**config.mk**
```make
export PLATFORM = sky130hd
export DESIGN_NAME = if_fetch_unit
export DESIGN_NICKNAME = d
export VERILOG_FILES = /design/src/rtl/if_fetch_unit.sv
export SDC_FILE = /design/constraint.sdc
export NUM_CORES = 1
export LEC_CHECK = 0
export BUFFER_PORTS_ARGS = -buffer_cell sky130_fd_sc_hd__buf_2
export CELL_PAD_IN_SITES_DETAIL_PLACEMENT = 0
export CELL_PAD_IN_SITES_GLOBAL_PLACEMENT = 1
export CORE_MARGIN = 2
export CORE_UTILIZATION = 38
export DETAILED_ROUTE_END_ITERATION = 10
export PLACE_DENSITY_LB_ADDON = 0.1
export SLEW_MARGIN = 5
export SYNTH_ARGS = -nofsm -noshare
export SYNTH_HDL_FRONTEND = slang
export SYNTH_SLANG_ARGS = --single-unit
```
**constraint.sdc**
```tcl
create_clock -name clk -period 4.5 [get_ports clk]
set_input_delay 0.45 -clock clk [delete_from_list [all_inputs] [get_ports clk]]
set_output_delay 0.45 -clock clk [all_outputs]
set_load 0.05 [all_outputs]
```
**src/rtl/if_fetch_unit.sv**
```systemverilog
`default_nettype none
// +------------------------------------------------------------------------+
// | Module  : if_fetch_unit                                                |
// | Brief   : Fetch stage: PC, single-outstanding ROM handshake, IF/ID reg |
// |           Optional perf counters under IF_FETCH_PERF_CNT_EN.           |
// | Revision: 1.0 - initial release                                        |
// +------------------------------------------------------------------------+
module if_fetch_unit #(
  parameter logic [31:0] RESET_PC = 32'h0000_0000,
  parameter logic [31:0] NOP_INST = 32'h0000_0013
) (
  input  logic        clk,
  input  logic        rst,
  input  logic [31:0] jump_addr_i,
  input  logic        jump_en_i,
  input  logic        hold_flag_i,
  output logic        rom_req_o,
  output logic [31:0] rom_addr_o,
  input  logic        rom_rvalid_i,
  input  logic [31:0] rom_rdata_i,
  output logic [31:0] if_inst_o,
  output logic [31:0] if_inst_addr_o,
  output logic        if_valid_o
`ifdef IF_FETCH_PERF_CNT_EN
  ,
  output logic [31:0] fetch_cnt_o,
  output logic [15:0] discard_cnt_o
`endif
);

  typedef enum logic [2:0] {
    S_IDLE    = 3'd0,
    S_REQ     = 3'd1,
    S_WAIT    = 3'd2,
    S_BUF     = 3'd3,
    S_DISCARD = 3'd4
  } state_t;

  localparam logic [31:0] c_align_mask = 32'hFFFF_FFFC;

  state_t      r_state, w_state_nxt;
  logic [31:0] r_pc, w_pc_nxt;
  logic [31:0] r_inst, w_inst_nxt;
  logic [31:0] r_inst_addr, w_inst_addr_nxt;
  logic        r_valid, w_valid_nxt;
  logic [31:0] r_buf_inst, r_buf_addr;
  logic        w_buf_load;
  logic        w_req;
  logic        w_load;
  logic        w_drop;
  logic        w_outstanding;

  // A response is still owed by memory in WAIT and DISCARD.
  assign w_outstanding = (r_state == S_WAIT) || (r_state == S_DISCARD);

  always_comb begin
    w_state_nxt     = r_state;
    w_pc_nxt        = r_pc;
    w_inst_nxt      = r_inst;
    w_inst_addr_nxt = r_inst_addr;
    w_valid_nxt     = r_valid;
    w_buf_load      = 1'b0;
    w_req           = 1'b0;
    w_load          = 1'b0;
    w_drop          = 1'b0;

    if (r_state == S_IDLE) begin
      w_state_nxt = S_REQ;
      if (!hold_flag_i) begin
        w_inst_nxt      = NOP_INST;
        w_inst_addr_nxt = 32'd0;
        w_valid_nxt     = 1'b0;
      end
    end else if (jump_en_i) begin
      w_pc_nxt        = jump_addr_i & c_align_mask;
      w_inst_nxt      = NOP_INST;
      w_inst_addr_nxt = 32'd0;
      w_valid_nxt     = 1'b0;
      w_state_nxt     = (w_outstanding && !rom_rvalid_i) ? S_DISCARD : S_REQ;
      w_drop          = (w_outstanding && rom_rvalid_i) || (r_state == S_BUF);
    end else if (hold_flag_i) begin
      case (r_state)
        S_WAIT: begin
          if (rom_rvalid_i) begin
            w_buf_load  = 1'b1;
            w_state_nxt = S_BUF;
          end
        end
        S_DISCARD: begin
          if (rom_rvalid_i) begin
            w_drop      = 1'b1;
            w_state_nxt = S_REQ;
          end
        end
        default: ;
      endcase
    end else begin
      w_inst_nxt      = NOP_INST;
      w_inst_addr_nxt = 32'd0;
      w_valid_nxt     = 1'b0;
      case (r_state)
        S_REQ: begin
          w_req       = 1'b1;
          w_state_nxt = S_WAIT;
        end
        S_WAIT: begin
          if (rom_rvalid_i) begin
            w_load          = 1'b1;
            w_inst_nxt      = rom_rdata_i;
            w_inst_addr_nxt = r_pc;
            w_valid_nxt     = 1'b1;
            w_pc_nxt        = r_pc + 32'd4;
            w_state_nxt     = S_REQ;
          end
        end
        S_BUF: begin
          w_load          = 1'b1;
          w_inst_nxt      = r_buf_inst;
          w_inst_addr_nxt = r_buf_addr;
          w_valid_nxt     = 1'b1;
          w_pc_nxt        = r_pc + 32'd4;
          w_state_nxt     = S_REQ;
        end
        S_DISCARD: begin
          if (rom_rvalid_i) begin
            w_drop      = 1'b1;
            w_state_nxt = S_REQ;
          end
        end
        default: w_state_nxt = S_IDLE;
      endcase
    end
  end

  always_ff @(posedge clk or posedge rst) begin
    if (rst) begin
      r_state     <= S_IDLE;
      r_pc        <= RESET_PC;
      r_inst      <= NOP_INST;
      r_inst_addr <= 32'd0;
      r_valid     <= 1'b0;
      r_buf_inst  <= 32'd0;
      r_buf_addr  <= 32'd0;
    end else begin
      r_state     <= w_state_nxt;
      r_pc        <= w_pc_nxt;
      r_inst      <= w_inst_nxt;
      r_inst_addr <= w_inst_addr_nxt;
      r_valid     <= w_valid_nxt;
      if (w_buf_load) begin
        r_buf_inst <= rom_rdata_i;
        r_buf_addr <= r_pc;
      end
    end
  end

  assign rom_req_o      = w_req;
  assign rom_addr_o     = r_pc;
  assign if_inst_o      = r_inst;
  assign if_inst_addr_o = r_inst_addr;
  assign if_valid_o     = r_valid;

`ifdef IF_FETCH_PERF_CNT_EN
  logic [31:0] r_fetch_cnt;
  logic [15:0] r_discard_cnt;

  always_ff @(posedge clk or posedge rst) begin
    if (rst) begin
      r_fetch_cnt   <= 32'd0;
      r_discard_cnt <= 16'd0;
    end else begin
      if (w_load) r_fetch_cnt <= r_fetch_cnt + 32'd1;
      if (w_drop) r_discard_cnt <= r_discard_cnt + 16'd1;
    end
  end

  assign fetch_cnt_o   = r_fetch_cnt;
  assign discard_cnt_o = r_discard_cnt;
`else
  // Load/drop strobes only feed the optional counters.
  logic w_unused;
  assign w_unused = w_load ^ w_drop;
`endif

endmodule
`default_nettype wire

```
==> metrics.cfg <==
[logic_synthesis]
postSynthCellCount=683
synth_edf_count=0
yosysWarnings=0
synth-main-ff-cell=dfrtp_1
ys_async_sr_fraction_pct=100
ys_ff_latch=159
ys_seq_area_share_pct=53.7
yosys-top-cells-area=dfrtp_1, mux2_2, a22oi_1
yosys.area.top_type=dfrtp_1
ys_types=64
netlist_area_mm2=0.00741
synth_area_per_cell_um2=10.8
yosys.area.top_type_share_pct=52.7

[outcome]
outcome=completed

[timing]
tightest_slew_ps=921
fin_crit_sh_pct=60.2
setup_viol=0
rsz0062_at_grt=no
slew_violations=0
fmax_mhz=369
fin_setup_tns_ps=0
slew_headroom_pct=38.6
hold_viol=0
timing.clock.skew_ps=9.69
fin_ws_ps=1790
min_period_ps=2710

[clock_tree]
tritoncts=built
post_cts_buffers=0
clk_pin_slew_ps=70
cts-hold-fix-buffers=0
clock-sinks=159
clk-insertion-delay-late_ps=430
cts_resized=0
cts_root_buffer=clkbuf_16
cts_buffer_depth=2
htree_levels=4
cts_made_buffers=17

[route]
antenna_left=0
post_drt_wl_per_cell_um=18.1
dr.pass1.iters=4
drt-vias-per-instance=5.41
drt_iter0_drc=325
vias=5924
drt-total-wl_um=19800
drc_errors=0

[final_layout]
drive_above_1_share_pct=34.7
syn2layout_area_growth_pct=20.3
nNetsFinal=886
finalCoreUtilization_pct=46.2
final_area_mm2=0.00891
final_cell_count_no_fill=1095

[floorplanning]
ios=167
die_area_mm2=0.0206
fp-row-count=51
core_area_mm2=0.0193
die_w_um=144
die_y_um=144
initial_core_util_pct=38.4

[critical_path]
worst-endpoint-arrival_ps=2260
path_class=flop to output pin
cp.required_ps=4050
critical_path.endpoint_type=output pin
reg2reg_to=if_inst_addr_o[15]
startpoint_type=flop
rr_worst_depth=6
critPathMaxFanout=12
cp-startpoint=r_state[0]
rrSetupSlack_ps=1790
r2r_start=r_state[0]

[power_and_ir_drop]
peakVddDrop_mv=0.279
power.density_mw_per_mm2=487
leakagePower_uw=0.00410

[place]
port-buffer-count=162
dpl.hpwl_um=12600
place_area_mm2=0.00833
dp_cells=1062
place_congestion=0.786
dpl_worst_slack_ps=1560

[global_route]
antenna_found_initial=1
grt_pass1_wl_um=32000
track_usage_pct=19.8
grt_max_degree=129
grt-ovfl-total=0
grt_pass1_vias=5918

[flow_run]
max-cap-violations=0

[min_path]
hp-class=primary input to async pin

[cell usage after synthesis (8+ instances only)]
master,instances
clkbuf_1,18
a21oi_1,27
mux2_2,62
a22oi_1,62
dfrtp_1,156
and3_1,8
a211oi_1,10
buf_2,23
nor2_1,20
o21ai_0,82
nand2_1,72
nor3_1,8
inv_1,8
a31oi_1,8
[per-layer routing]
layer	vias to the layer above	routed length [um]	GRT usage, %
li1	2785	-	-
met1	2983	8980	26.3
met2	133	9630	32.4
met3	23	921	4.03
met4	0	292	6.40
met5	-	0	0
[cell type report]
type | instances | area (um^2)
Antenna cell | 1 | 2.50
Clock buffer | 20 | 447
Clock inverter | 12 | 135
Fill cell | 1898 | 10400
Inverter | 9 | 37.5
Multi-Input combinational cell | 458 | 3080
Sequential cell | 159 | 3980
Tap cell | 265 | 332
Timing Repair Buffer | 171 | 891
[flip-flops by register name (all words and copies together) (netlist names)]
| register | cells |
|---|---|
| if_inst_o | 32 |
| r_buf_inst | 32 |
| if_inst_addr_o | 31 |
| r_buf_addr | 30 |
| rom_addr_o | 30 |
| r_state | 3 |
| if_valid_o | 1 |
[worst max-delay path, stage by stage, from the launching register on]
cell	delay [ps]
dfrtp_1	610
inv_1	250
or4_1	590
nor2_1	100
buf_2	280
[how the worst max path moves through the flow]
stage                         end  depth (start not counted)  slack [ps]
2_1_floorplan  if_inst_addr_o[10]                          1        2040
3_3_place_gp        if_inst_o[30]                          7        1650
3_5_place_dp   if_inst_addr_o[15]                          7        1560
4_1_cts        if_inst_addr_o[15]                          6        1740
5_1_grt        if_inst_addr_o[15]                          6        1560
6_report                rom_req_o                          4        1790
[where the power goes]
group | leakage [uW] | total, uW | switching (uW) | internal (uW)
Combinational | 0.00171 | 982 | 665 | 317
Sequential | 0.00211 | 1910 | 259 | 1650
Clock | 0.000273 | 1440 | 608 | 836
Total | 0.00410 | 4340 | 1530 | 2810
[placed cells by master, fill, tap and decap left out, drive strengths merged, types with 2 or more instances in the layout]
cell type and n:
mux2 62, and2 5, nand2 72, a22oi 62, o21a 2, inv 10
buf 171, a21oi 27, nand4 8, mux2i 7, clkbuf 20, and4 5
nor3 10, dfstp 3, or3 2, nor2 22, dfrtp 156, bufinv 2
o21ai 85, o2bb2ai 5, a211oi 11, a31oi 8, nand3 9, a22o 2
and3 8, o31ai 2, o22a 2, a311oi 2, a21o 4, a31o 2
nor3b 5, nand2b 7, o41ai 2, clkinv 4, o22ai 4, clkinvlp 5
conb 2, nor4 3
[cells by family after synthesis]
logic type,count (synthesis),synth area share [%]
flip-flops,159,53.7
other,1,0.0506
buffers and inverters,67,4.81
AO/OA/AOI/OAI,224,19.2
AND/OR/NAND/NOR,162,11.6
adder cells (fa/ha/maj),1,0.169
multiplexers,69,10.4
[metrics by stage]
step / hold WS [ps] / power (uW)
final: 127 / 4340
after global routing: 180 / 4560
after CTS: 141 / 4380
after detailed placement: 463 / 2930
after global placement: 456 / 2890
after floorplan: 475 / 2630
Note: power is estimated with default switching activity, not from simulation.
